$ cat src/rtl/spi_flash_read_arbiter_pkg.sv
// Shared constants, state encoding and helpers for the SPI flash read arbiter.
package spi_flash_read_arbiter_pkg;

  localparam logic [7:0]  SPI_CMD_READ = 8'h03;
  localparam int unsigned FRAME_BITS   = 64;
  localparam int unsigned ADDR_W       = 24;
  localparam int unsigned DATA_W       = 32;
  localparam int unsigned BIT_CNT_W    = 7;
  localparam int unsigned DIV_CNT_W    = 4;
  localparam int unsigned GAP_CNT_W    = 4;

  typedef enum logic [2:0] {
    ST_IDLE,
    ST_SETUP,
    ST_SHIFT,
    ST_DONE,
    ST_GAP
  } state_e;

  // Full SPI read frame: command, address, then 32 dummy bits clocked during data phase
  function automatic logic [FRAME_BITS-1:0] read_frame(input logic [ADDR_W-1:0] addr);
    return {SPI_CMD_READ, addr, 32'h0};
  endfunction

  // Flash returns the lowest-addressed byte first; place it in the low byte
  function automatic logic [DATA_W-1:0] bswap32(input logic [DATA_W-1:0] w);
    return {w[7:0], w[15:8], w[23:16], w[31:24]};
  endfunction

endpackage

$ cat src/rtl/spi_flash_shifter.sv
// SPI mode-0 frame engine: divides the system clock into flash_clk, shifts a
// 64-bit frame out MSB first and samples the 32 data bits on MISO.
//   start   : load frame and present its first bit (one cycle, from SETUP)
//   frame   : 64-bit command/address/dummy frame
//   miso    : flash data in, sampled on each flash_clk rising edge
//   sck     : flash clock, idle low
//   mosi    : flash data out, changes on falling edges
//   oeb     : io0 output enable (active low), high during the data phase
//   word_c  : assembled read word, little-endian byte order
//   done_c  : high in the cycle of the final falling edge
module spi_flash_shifter
  import spi_flash_read_arbiter_pkg::*;
#(
  parameter int unsigned CLK_DIV = 1
) (
  input  logic                  clock,
  input  logic                  resetb,
  input  logic                  start,
  input  logic [FRAME_BITS-1:0] frame,
  input  logic                  miso,
  output logic                  sck,
  output logic                  mosi,
  output logic                  oeb,
  output logic [DATA_W-1:0]     word_c,
  output logic                  done_c
);

  logic                  active;
  logic [DIV_CNT_W-1:0]  div_cnt;
  logic [BIT_CNT_W-1:0]  bit_cnt;
  logic [FRAME_BITS-1:0] shreg;
  logic [DATA_W-1:0]     rx;
  logic                  div_end_c;

  assign div_end_c = (div_cnt == DIV_CNT_W'(CLK_DIV - 1));
  assign done_c    = active && div_end_c && sck && (bit_cnt == BIT_CNT_W'(FRAME_BITS - 1));
  assign word_c    = bswap32(rx);

  // Half-period divider, clock toggling, shift-out and sample-in
  always_ff @(posedge clock or negedge resetb) begin
    if (!resetb) begin
      active  <= 1'b0;
      div_cnt <= '0;
      bit_cnt <= '0;
      shreg   <= '0;
      rx      <= '0;
      sck     <= 1'b0;
      mosi    <= 1'b0;
      oeb     <= 1'b0;
    end else if (start) begin
      // shreg holds the bits still to be sent after the one on mosi
      shreg   <= {frame[FRAME_BITS-2:0], 1'b0};
      mosi    <= frame[FRAME_BITS-1];
      oeb     <= 1'b0;
      sck     <= 1'b0;
      div_cnt <= '0;
      bit_cnt <= '0;
      rx      <= '0;
      active  <= 1'b1;
    end else if (active) begin
      if (div_end_c) begin
        div_cnt <= '0;
        if (!sck) begin
          sck <= 1'b1;
          if (bit_cnt >= BIT_CNT_W'(FRAME_BITS / 2)) begin
            rx <= {rx[DATA_W-2:0], miso};
          end
        end else begin
          sck <= 1'b0;
          if (bit_cnt == BIT_CNT_W'(FRAME_BITS - 1)) begin
            active <= 1'b0;
            mosi   <= 1'b0;
            oeb    <= 1'b0;
          end else begin
            bit_cnt <= bit_cnt + BIT_CNT_W'(1);
            shreg   <= {shreg[FRAME_BITS-2:0], 1'b0};
            mosi    <= shreg[FRAME_BITS-1];
            // Next bit index >= 32 means the data phase: release io0
            oeb     <= (bit_cnt >= BIT_CNT_W'(FRAME_BITS / 2 - 1));
          end
        end
      end else begin
        div_cnt <= div_cnt + DIV_CNT_W'(1);
      end
    end
  end

endmodule

$ cat src/rtl/spi_flash_read_arbiter.sv
// Round-robin arbiter sharing a single-IO SPI flash between two read ports.
// Each grant runs one 0x03 read of a 32-bit word at the word-aligned address.
//   req0_* / req1_* : valid/addr in, one-cycle ready pulse with rdata out
//   busy, grant     : transaction in progress and the port being served
//   flash_*         : chip select, clock, io0 out/enable, io1 in
module spi_flash_read_arbiter
  import spi_flash_read_arbiter_pkg::*;
#(
  parameter int unsigned CLK_DIV = 1,
  parameter int unsigned CSB_GAP = 2
) (
  input  logic              clock,
  input  logic              resetb,
  input  logic              req0_valid,
  input  logic [ADDR_W-1:0] req0_addr,
  output logic              req0_ready,
  output logic [DATA_W-1:0] req0_rdata,
  input  logic              req1_valid,
  input  logic [ADDR_W-1:0] req1_addr,
  output logic              req1_ready,
  output logic [DATA_W-1:0] req1_rdata,
  output logic              busy,
  output logic              grant,
  output logic              flash_csb,
  output logic              flash_clk,
  output logic              flash_io0_do,
  output logic              flash_io0_oeb,
  input  logic              flash_io1_di
);

  state_e               state;
  logic                 last_grant;
  logic [ADDR_W-1:0]    addr_q;
  logic [GAP_CNT_W-1:0] gap_cnt;
  logic                 win_c;
  logic [ADDR_W-1:0]    addr_sel_c;
  logic                 start_c;
  logic                 done_c;
  logic [DATA_W-1:0]    word_c;

  // Winner: the lone requester, or under contention the port not served last
  always_comb begin
    win_c = req1_valid;
    if (req0_valid && req1_valid) begin
      win_c = ~last_grant;
    end
    addr_sel_c = win_c ? req1_addr : req0_addr;
  end

  assign start_c = (state == ST_SETUP);

  spi_flash_shifter #(
    .CLK_DIV (CLK_DIV)
  ) u_shifter (
    .clock  (clock),
    .resetb (resetb),
    .start  (start_c),
    .frame  (read_frame(addr_q)),
    .miso   (flash_io1_di),
    .sck    (flash_clk),
    .mosi   (flash_io0_do),
    .oeb    (flash_io0_oeb),
    .word_c (word_c),
    .done_c (done_c)
  );

  // Transaction sequencing, chip select and response registers
  always_ff @(posedge clock or negedge resetb) begin
    if (!resetb) begin
      state      <= ST_IDLE;
      last_grant <= 1'b1;
      grant      <= 1'b0;
      busy       <= 1'b0;
      addr_q     <= '0;
      gap_cnt    <= '0;
      flash_csb  <= 1'b1;
      req0_ready <= 1'b0;
      req1_ready <= 1'b0;
      req0_rdata <= '0;
      req1_rdata <= '0;
    end else begin
      req0_ready <= 1'b0;
      req1_ready <= 1'b0;
      case (state)
        ST_IDLE: begin
          if (req0_valid || req1_valid) begin
            grant      <= win_c;
            last_grant <= win_c;
            addr_q     <= addr_sel_c & ~ADDR_W'(3);
            busy       <= 1'b1;
            state      <= ST_SETUP;
          end
        end
        ST_SETUP: begin
          flash_csb <= 1'b0;
          state     <= ST_SHIFT;
        end
        ST_SHIFT: begin
          if (done_c) begin
            state <= ST_DONE;
          end
        end
        ST_DONE: begin
          flash_csb <= 1'b1;
          gap_cnt   <= '0;
          if (grant) begin
            req1_rdata <= word_c;
            req1_ready <= 1'b1;
          end else begin
            req0_rdata <= word_c;
            req0_ready <= 1'b1;
          end
          state <= ST_GAP;
        end
        ST_GAP: begin
          if (gap_cnt == GAP_CNT_W'(CSB_GAP - 1)) begin
            busy  <= 1'b0;
            state <= ST_IDLE;
          end else begin
            gap_cnt <= gap_cnt + GAP_CNT_W'(1);
          end
        end
        default: state <= ST_IDLE;
      endcase
    end
  end

endmodule

$ cat config.mk
export PLATFORM = sky130hd
export DESIGN_NAME = spi_flash_read_arbiter
export DESIGN_NICKNAME = d
export VERILOG_FILES = /design/src/rtl/spi_flash_read_arbiter_pkg.sv /design/src/rtl/spi_flash_shifter.sv /design/src/rtl/spi_flash_read_arbiter.sv
export SDC_FILE = /design/constraint.sdc
export NUM_CORES = 1
export LEC_CHECK = 0
export ABC_AREA = 0
export ABC_CLOCK_PERIOD_IN_PS = 2300
export BUFFER_PORTS_ARGS = -buffer_cell sky130_fd_sc_hd__buf_2
export CAP_MARGIN = 10
export CELL_PAD_IN_SITES_DETAIL_PLACEMENT = 1
export CELL_PAD_IN_SITES_GLOBAL_PLACEMENT = 1
export CORE_MARGIN = 4
export CORE_UTILIZATION = 45
export CTS_BUF_LIST = sky130_fd_sc_hd__clkbuf_4 sky130_fd_sc_hd__clkbuf_8
export CTS_CLUSTER_DIAMETER = 50
export DETAILED_ROUTE_END_ITERATION = 8
export GPL_ROUTABILITY_DRIVEN = 0
export PLACE_DENSITY = 0.85
export SLEW_MARGIN = 10
export SYNTH_ARGS = -nofsm -noshare
export SYNTH_HDL_FRONTEND = slang
export SYNTH_SLANG_ARGS = --single-unit
$ cat constraint.sdc
create_clock -name clock -period 2.3 [get_ports clock]
set_input_delay 0.23 -clock clock [delete_from_list [all_inputs] [get_ports clock]]
set_output_delay 0.23 -clock clock [all_outputs]
set_load 0.01 [all_outputs]
Yosys cells after proc, flatten, opt, wreduce, memory -nomap -nowiden:

Index checks and enable logic that the tools add are counted.

* bits in registers: 210
* input bits: 53
* output and inout port bits: 72
* word-level logic and storage cells: 115

* $add $sub $neg: 3
* order comparisons: 2
* equal/unequal tests: 12
* multiplexer cells: 53
* bitwise operators: 2
* reductions and logical operators: 24

Operator list (number)
* 2-to-1 mux 64 bit: 5
* 2-to-1 mux 32 bit: 5
* 2-to-1 mux 7 bit: 5
* 2-to-1 mux 1 bit: 26
* 2-to-1 mux 24 bit: 1
* 2-to-1 mux 4 bit: 4
* case mux 3 bit (5 select lines): 1
* nonzero test 2 bit: 7
* inequality test 2 bit (second input constant): 6
* AND reduction 2 bit: 5
* 2-to-1 mux 3 bit: 3
* AND reduction 3 bit: 3
* adder 4 x 1 -> 4 bit (second input constant): 2
* case mux 4 bit (2 select lines): 1
* AND reduction 4 bit: 2
* adder 7 x 1 -> 7 bit (second input constant): 1
* equality test 7 x 6 -> 1 bit (second input constant): 1
* greater-or-equal comparator 7 x 5 -> 1 bit (second input constant): 1
* greater-or-equal comparator 7 x 6 -> 1 bit (second input constant): 1
* equality test 3 x 2 -> 1 bit (second input constant): 2
* equality test 4 x 1 -> 1 bit (second input constant): 1
* logical AND 1 bit: 4
* zero test 4 bit: 1
* case mux 1 bit (2 select lines): 2
* 5 further kinds: 6

Longest topological paths before layout:

Gate-level depths: netlist of the first run.

* depth in word-level cells: 6
* gate-level depth with buffers: 8
* gate-level depth less buffers: 6

Cells and area by module:

Synthesis of the first run repeated with hierarchy kept, for this count alone.

* cell total of the unflattened synthesis: 837
* area, all modules: 9033.7 um^2

By module, submodules not included
* spi_flash_shifter: instances 1, cells an instance 564, area each 4867.2 um^2
* spi_flash_read_arbiter: instances 1, cells an instance 273, area each 4166.5 um^2

Least setup slack after synthesis of the first run:

Ideal clock, no wire load.

* path type: register to register
* from: register u_shifter.div_cnt[0]
* to: register u_shifter.rx[10]
* setup time: 0.136 ns
* arrival: 1.560 ns
* path slack: 0.604 ns
* stages on the path, launching flop included: 9
* cells stage by stage: dfrtp_1 > inv_1 > ha_1 > nand4bb_2 > or3_1 > clkbuf_1 > buf_2 > nand2_1 > a21oi_1

* word-level cells in the longest chain between the ends: 3

RTL lines
* start, declared: RTL line spi_flash_shifter.sv:29 `logic [DIV_CNT_W-1:0] div_cnt;`
* start signal, assigned: RTL line spi_flash_shifter.sv:83 `div_cnt <= div_cnt + DIV_CNT_W'(1);`
* zero test 4 bit: RTL line spi_flash_shifter.sv:35 `assign div_end_c = (div_cnt == DIV_CNT_W'(CLK_DIV - 1));`
* nonzero test 2 bit (no source line)
* AND reduction 4 bit (no source line)
* end signal, assigned: RTL line spi_flash_shifter.sv:66 `rx <= {rx[DATA_W-2:0], miso};`
* end, declared: RTL line spi_flash_shifter.sv:32 `logic [DATA_W-1:0] rx;`

Every way passes these cells.
A chain may end at the register's enable or synchronous reset.

Worst setup path after layout of the first run:

* from: register u_shifter.div_cnt[0]
* to: register u_shifter.shreg[56]

* word-level cells in the longest chain between the ends: 3

RTL lines
* zero test 4 bit: RTL line spi_flash_shifter.sv:35
* nonzero test 2 bit (no source line)
* AND reduction 4 bit (no source line)
* end signal, assigned: RTL line spi_flash_shifter.sv:52 `shreg <= {frame[FRAME_BITS-2:0], 1'b0};`
* end signal, assigned: RTL line spi_flash_shifter.sv:76 `shreg <= {shreg[FRAME_BITS-2:0], 1'b0};`
* end, declared: RTL line spi_flash_shifter.sv:31 `logic [FRAME_BITS-1:0] shreg;`

Every way passes these cells.

==> impl_results.md, run 1 <==
- Outcome: completed
- Die Span Y: 135.1 um
- Effective utilization at floorplan: 0.4591
- Final sum of negative setup slack: 0 ns
- Number of pins exceeding their max-slew limit in the final report: 0
- Synthesized netlist net count: between 700 and 800
- Data required, critical path: roughly 2.7 ns
- Total Die Area: 18250 um^2
- Number of enable flip-flop cells after synthesis: 0
- Clock period minus final worst setup slack: 2.075 ns
- Cell with the largest stage delay on the worst path: sky130_fd_sc_hd__dfrtp_1
- Largest area contributor in the synthesized netlist: sky130_fd_sc_hd__dfrtp_1
- Maximum number of pins on one net before global-route repair: 65
- Final WL: 17390 um
- Quantity of gates resized following cts: 0
- Die extent in x: 135.1 um
- Average instance area after synthesis: 10.94 um^2
- Critical path launch point type: flop
- Number of global-route vias before repair: 5717
- Worst-case reg-to-reg path depth: 7
- Total of flip-flops plus latches after synthesis: 175
- Mean routed wirelength per cell: 17.21 um
- Final period util: 0.9020
- Worst Setup Slack post-DPL: 0.2521 ns
- Async set or reset register ratio after synthesis: 1.000
- Growth of design area from synthesis to finish: 17.70%
- Number of antenna repair diodes: 0
- Clock sink total: around 180
- Synth area leaders: sky130_fd_sc_hd__dfrtp_1, sky130_fd_sc_hd__mux2_2, sky130_fd_sc_hd__nand2_1
- ANT nets after route: 0
- H-tree level count: 4
- Power density over the cells: roughly 1000 nW/um^2
- Worst slew slack as a fraction of its limit: 0.5814
- Synth top area share: 0.5957
- Capturing point of the worst reg2reg path: u_shifter.shreg[56]
- Core area: 15830 um^2
- TritonCTS clock tree: yes
- Clock Tree Buf Depth: 2
- Post-CTS setup buffer count: 0
- Clock-pin transition on the worst setup and hold timing paths: 0.09 ns
- Final design utilization: 0.5404
- Final hold viol count: 0
- Number of detailed-route iterations in the first pass: 4
- Number of buffers added by the clock tree synthesis step: 17
- Synth Instances: between 600 and 700
- GR Util All Layers: 0.1989
- Type of the worst min-delay path: input pin to flop
- Number of design rule violations left after detail routing: 0
- Unrepaired setup endpoints after global routing: false
- MaxCap Viol Count: 0
- Maximum fanout along the worst path: 31
- Hold Crit Start: req0_addr[9]
- Total number of vias: around 5300
- I/O pin total: 125
- Transition time of the tightest slew-check pin: 0.6279 ns
- Source-to-sink clock delay at the later pin of the worst-skew pair: 0.47 ns
- Post-layout worst setup margin: roughly 0.23 ns
- Main flop type after synthesis: sky130_fd_sc_hd__dfrtp_1
- DRC marker count from the first detailed-route iteration: 237
- Cell breakdown of the critical path: inv_1 > ha_1 > nand4bb_2 > a211oi_4 > buf_4 > a21oi_1 > a21oi_1
- Fraction of final layout cells with drive strength greater than 1: 0.2972
- Kind of capture point of the worst setup path: flop
- Startpoint of the most critical register-to-register path: u_shifter.div_cnt[0]
- Total number of yosys warnings: 0
- Remaining Overflow, GRT: 0
- Delay of the slowest critical-path stage: 0.44 ns
- Post-route clock skew: 0.008725 ns
- Maximum clock frequency: 482.0 MHz
- Cell count of the worst hold path: 3
- Std-Cell Rows: 46
- Internal reg-to-reg setup slack: 0.23 ns
- Hold path endpoint: addr_q[9]
- Root buf cell: sky130_fd_sc_hd__clkbuf_8
- Wire length of the first global-routing pass: 28790 um
- Number of different library cells in the post-synthesis netlist: 43
- # nets final: about 840
- HPWL reported at the end of detailed placement: between 10000 and 15000 um
- Initial antenna violation count: 0
- Crit path DAT: 2.46 ns
- Number of vias per cell: 5.239
- Critical Setup Path Class: flop to flop
- Final count of negative-setup-slack endpoints: 0
- Netlist Area Pre-Place: 7267 um^2
- Leakage power summed over all cells: 4.324 nW
- Worst ir drop on vdd: 0.4831 mV
- Number of port buffers: 120
- Most Frequent Cell on Critical Path: sky130_fd_sc_hd__a21oi_1
- Proportion of synthesized chip area in sequential cells: 0.6030
[worst max-delay path, delay by kind of cell (launching register included)]
family / cells / cell delay, ns
AND/OR/NAND/NOR: 1 / 0.27
buffers and inverters: 2 / 0.46
flip-flops: 1 / 0.44
AO/OA/AOI/OAI: 3 / 0.61
adder cells (fa/ha/maj): 1 / 0.21
[per-layer routing]
metal | global-route usage | up-vias | wire length, um | part of all wire
li1 | - | 2484 | - | -
met1 | 0.2393 | 2649 | 7125 | 0.41
met2 | 0.3523 | 134 | 9065 | 0.52
met3 | 0.05030 | 24 | 923 | 0.053
met4 | 0.05991 | 0 | 272 | 0.016
met5 | 0 | - | 0 | 0
[registers in the layout, summed over array words and instances, names as in the netlist, 3 cells and up]
name / count
addr_q: 22
gap_cnt: 4
req0_rdata: 32
req1_rdata: 32
state: 3
u_shifter.bit_cnt: 7
u_shifter.div_cnt: 4
u_shifter.rx: 32
u_shifter.shreg: 29
[worst max path at each step]
| stage | start | end | slack [ns] | cells after the start |
|---|---|---|---|---|
| 2_1_floorplan | u_shifter.div_cnt[0] | u_shifter.rx[10] | 0.60 | 8 |
| 3_3_place_gp | u_shifter.div_cnt[0] | u_shifter.shreg[48] | 0.43 | 7 |
| 3_5_place_dp | u_shifter.div_cnt[0] | u_shifter.rx[28] | 0.25 | 7 |
| 4_1_cts | u_shifter.div_cnt[0] | u_shifter.shreg[56] | 0.21 | 7 |
| 5_1_grt | u_shifter.div_cnt[0] | u_shifter.shreg[56] | 0.06 | 7 |
| 6_report | u_shifter.div_cnt[0] | u_shifter.shreg[56] | 0.23 | 7 |
[through the flow]
step	power, mW	std cells	hold slack (ns)	instance area, um^2
floorplan	5.804	664	-0.06559	7267
global placement	6.397	976	0.2467	8133
detailed placement	6.626	976	0.2540	8133
finish	8.645	1010	0.04797	8553
CTS	8.777	1010	0.02469	8553
global route	9.271	1010	0.02107	8553
[synth_stat cells, types with 2 or more instances]
library cell	count
sky130_fd_sc_hd__dfrtp_1	173
sky130_fd_sc_hd__nand2_1	141
sky130_fd_sc_hd__a21oi_1	88
sky130_fd_sc_hd__mux2_2	57
sky130_fd_sc_hd__nor2_1	38
sky130_fd_sc_hd__o21ai_0	31
sky130_fd_sc_hd__mux2i_1	23
sky130_fd_sc_hd__buf_2	22
sky130_fd_sc_hd__clkbuf_1	14
sky130_fd_sc_hd__inv_1	9
sky130_fd_sc_hd__mux2_1	7
sky130_fd_sc_hd__nand3_1	7
sky130_fd_sc_hd__or3_1	6
sky130_fd_sc_hd__ha_1	5
sky130_fd_sc_hd__nor3_1	4
sky130_fd_sc_hd__buf_4	3
sky130_fd_sc_hd__nand4_1	3
sky130_fd_sc_hd__nor3_2	3
sky130_fd_sc_hd__xnor2_1	3
sky130_fd_sc_hd__a31oi_1	2
sky130_fd_sc_hd__dfstp_2	2
sky130_fd_sc_hd__nor3b_1	2
[report_power, final]
group / internal [mW] / switching, mW / total, mW
Sequential: 3.69 / 0.435 / 4.12
Clock: 0.966 / 1.16 / 2.13
Combinational: 0.894 / 1.50 / 2.39
[cell type report]
type                            count  area (um^2)
Fill cell                        1769         7274
Sequential cell                   175         4382
Multi-Input combinational cell    441         2690
Timing Repair Buffer              137        777.0
Clock buffer                       20        275.3
Tap cell                          216        270.3
Clock inverter                     12        125.1
Inverter                            9        33.78
[cell usage in the layout (no fill, tap or decap), drive strengths merged, types with 2 or more instances in the layout]
cell	Yosys	routed
o21ai	32	32
ha	5	5
dfrtp	173	173
clkinv	0	4
nand3	7	7
or3	6	6
nand4	3	3
inv	9	13
a31oi	2	2
clkbuf	14	20
clkinvlp	0	3
xnor2	3	3
dfstp	2	2
a21oi	88	88
buf	25	135
dlygate4sd3	0	2
nor3	7	7
nand2	141	141
nor3b	2	2
nor2	39	39
mux2	64	64
mux2i	23	23
[repair_timing]
action                     CTS  global route
hold endpoints to repair    61             0
hold buffers                 2             0
setup endpoints to repair    0             0
[kinds of logic after synthesis]
kind of cell / after synthesis / share of synthesized area
AND/OR/NAND/NOR: 213 / 0.1253
flip-flops: 175 / 0.6030
AO/OA/AOI/OAI: 132 / 0.09728
multiplexers: 87 / 0.1309
buffers and inverters: 48 / 0.03013
adder cells (fa/ha/maj): 5 / 0.008609
XOR/XNOR: 4 / 0.004822
Note: power is estimated with default switching activity, not from simulation.
==> inputs of run 2 (changes only) <==
--- a/config.mk
+++ b/config.mk
@@ -9,16 +9,14 @@
 export ABC_CLOCK_PERIOD_IN_PS = 2300
 export BUFFER_PORTS_ARGS = -buffer_cell sky130_fd_sc_hd__buf_2
 export CAP_MARGIN = 10
-export CELL_PAD_IN_SITES_DETAIL_PLACEMENT = 1
-export CELL_PAD_IN_SITES_GLOBAL_PLACEMENT = 1
 export CORE_MARGIN = 4
-export CORE_UTILIZATION = 45
+export CORE_UTILIZATION = 58
 export CTS_BUF_LIST = sky130_fd_sc_hd__clkbuf_4 sky130_fd_sc_hd__clkbuf_8
 export CTS_CLUSTER_DIAMETER = 50
 export DETAILED_ROUTE_END_ITERATION = 8
 export GPL_ROUTABILITY_DRIVEN = 0
-export PLACE_DENSITY = 0.85
-export SLEW_MARGIN = 10
+export PLACE_DENSITY = 0.84
+export SLEW_MARGIN = 20
 export SYNTH_ARGS = -nofsm -noshare
 export SYNTH_HDL_FRONTEND = slang
 export SYNTH_SLANG_ARGS = --single-unit
==> impl_results.md, run 2 (synthesis gave the netlist of run 1 again) <==
- Clock-pin transition on the worst setup and hold timing paths: 0.09 ns (about the same)
- Final sum of negative setup slack: 0 ns (unchanged)
- Cell count of the worst hold path: 3 (unchanged)
- Post-layout worst setup margin: 0.3514 ns (+0.1261 ns)
- Source-to-sink clock delay at the later pin of the worst-skew pair: 0.46 ns (about the same)
- Number of buffers added to fix hold violations after cts: 3 (+1)
- Maximum clock frequency: 513.2 MHz (+6.5%)
- Fillers: 878 (-50%)
- Instance count after placement with tap cells included: 927 (-5.0%)
- Clock Tree Buf Depth: 2 (unchanged)
- Unrepaired setup endpoints after global routing: false
- Number of antenna repair diodes: 0 (unchanged)
- Proportion of total power due to net switching: 0.3432 (-0.01497)
- Number of global-route vias before repair: 5219 (-8.7%)
- I/O pin total: 125 (unchanged)
- Fraction of power consumed by combinational cells: 0.265 (-0.012)
- Transition time of the tightest slew-check pin: 0.9194 ns (+0.2915 ns)
- Total number of vias: 5215 (-1.4%)
- Die Span Y: 119.9 um (-11%)
- Maximum number of pins on one net before global-route repair: 69 (+6.2%)
- Critical path launch point type: flop
- Internal reg-to-reg setup slack: 0.35 ns (+0.13 ns)
- Leading cell type in the layout, fill and taps excluded: sky130_fd_sc_hd__dfrtp_1
- Maximum fanout along the worst path: 32 (+3.2%)
- Worst Setup Slack post-DPL: 0.3570 ns (+0.1049 ns)
- Outcome: completed
- Top library cells by usage in the layout, fill and taps aside: sky130_fd_sc_hd__dfrtp_1, sky130_fd_sc_hd__nand2_1, sky130_fd_sc_hd__buf_2
- Remaining Overflow, GRT: 0 (unchanged)
- Final WL: 14620 um (-16%)
- Worst ir drop on vdd: 0.7677 mV (+59%)
- Number of detailed-route iterations in the first pass: 5 (+1)
- Quantity of gates resized following cts: 0 (unchanged)
- TritonCTS clock tree: yes
- Data required, critical path: 2.63 ns (-0.06 ns)
- MaxCap Viol Count: 0 (unchanged)
- Total Die Area: 14380 um^2 (-21%)
- Non-filler cells, final: 962 (-4.8%)
- Crit path DAT: 2.28 ns (-0.18 ns)
- Overall power: 8.669 mW (+0.27%)
- Clock sink total: 175 (unchanged)
- Fraction of final layout cells with drive strength greater than 1: 0.2960 (-0.001259)
- Number of port buffers: 120 (unchanged)
- Leading registers by flop count: req0_rdata (32), req1_rdata (32), u_shifter.rx (32)
- Die extent in x: 119.9 um (-11%)
- Clock period minus final worst setup slack: 1.949 ns (-0.1261 ns)
- Final hold viol count: 0 (unchanged)
- Type of the worst min-delay path: input pin to flop
- DRC marker count from the first detailed-route iteration: 390 (+65%)
- Critical Setup Path Class: flop to flop
- Net switching power: 2.975 mW (-3.9%)
- Number of design rule violations left after detail routing: 0 (unchanged)
- Number of buffers added by the clock tree synthesis step: 17 (unchanged)
- Initial antenna violation count: 0 (unchanged)
- Number of pins exceeding their max-slew limit in the final report: 0 (unchanged)
- # nets final: 839 (unchanged)
- Wire length of the first global-routing pass: 24490 um (-15%)
- ANT nets after route: 0 (unchanged)
- Effective utilization at floorplan: 0.5975 (+0.1384)
- Post-CTS setup buffer count: 0 (unchanged)
- Final period util: 0.8472 (-0.05481)
- Leakage power summed over all cells: 4.337 nW (+0.28%)
- Root buf cell: sky130_fd_sc_hd__clkbuf_8
- HPWL reported at the end of detailed placement: 9829 um (-18%)
- Clock network fraction of total power: 0.260 (+0.014)
- Kind of capture point of the worst setup path: flop
- Std-Cell Rows: 40 (-13%)
- Power density over the cells: 1016 nW/um^2 (+0.51%)
- Worst-case reg-to-reg path depth: 7 (unchanged)
- Growth of design area from synthesis to finish: 17.42%
- Final count of negative-setup-slack endpoints: 0 (unchanged)
- GR Util All Layers: 0.2115 (+0.01266)
- Internal: 5.694 mW (+2.6%)
- Core area: 12160 um^2 (-23%)
- Share of total power in sequential cells: 0.475 (-0.002)
- H-tree level count: 4 (unchanged)
- Post-route clock skew: 0.01312 ns (+0.004397 ns)
- Worst slew slack as a fraction of its limit: 0.3871 (-0.1943)
- Mean routed wirelength per cell: 15.19 um (-12%)
- Number of vias per cell: 5.421 (+3.5%)
-- run 2: cell type report --
class,count,area (um^2),share of cell area
Sequential cell,175,4382,0.5135
Multi-Input combinational cell,441,2690,0.3152
Clock buffer,18,247.7,0.02903
Tap cell,168,210.2,0.02463
Inverter,9,33.78,0.003959
Timing Repair Buffer,137,792.0,0.09282
Clock inverter,14,177.7,0.02082
-- run 2: worst paths after layout --
check / startpoint / endpoint
max: u_shifter.div_cnt[0] / u_shifter.rx[18]
min: req0_addr[14] / addr_q[14]
max reg2reg: u_shifter.div_cnt[0] / u_shifter.rx[18]
min reg2reg: addr_q[20] / addr_q[20]
max in group asynchronous: resetb / last_grant
min in group asynchronous: resetb / req1_rdata[6]
-- run 2: metrics by stage --
| step | instance area [um^2] | hold slack [ns] | util |
|---|---|---|---|
| after floorplan | 7267 | -0.06559 | - |
| after global placement | 8078 | 0.2663 | 0.6642 |
| after detailed placement | 8078 | 0.2770 | 0.6642 |
| after CTS | 8533 | 0.02970 | 0.7016 |
| after global routing | 8533 | 0.05896 | 0.7016 |
| final | 8533 | 0.05022 | 0.7016 |
-- run 2: per-layer routing --
layer | vias up | global-route usage | wire (um)
met5 | - | 0 | 0
met4 | 0 | 0.07802 | 212
met3 | 15 | 0.04477 | 792
met2 | 160 | 0.3614 | 7417
met1 | 2547 | 0.2665 | 6193
li1 | 2493 | - | -
-- run 2: power by group through the flow --
stage | clock network (mW) | logic [mW] | registers (mW)
after floorplan | 0 | 1.77 | 4.03
after global placement | 0 | 2.21 | 4.13
after detailed placement | 0 | 2.33 | 4.17
after CTS | 2.28 | 2.33 | 4.11
after global routing | 2.41 | 2.67 | 4.19
final | 2.26 | 2.30 | 4.12
-- run 2: worst max-delay path, stage by stage (launching register included) --
cell and delay (ns):
sky130_fd_sc_hd__dfrtp_1 0.44, sky130_fd_sc_hd__inv_1 0.08, sky130_fd_sc_hd__ha_1 0.20, sky130_fd_sc_hd__nand4bb_2 0.25, sky130_fd_sc_hd__or3_1 0.40, sky130_fd_sc_hd__buf_4 0.25, sky130_fd_sc_hd__nand2_1 0.12, sky130_fd_sc_hd__a21oi_1 0.08
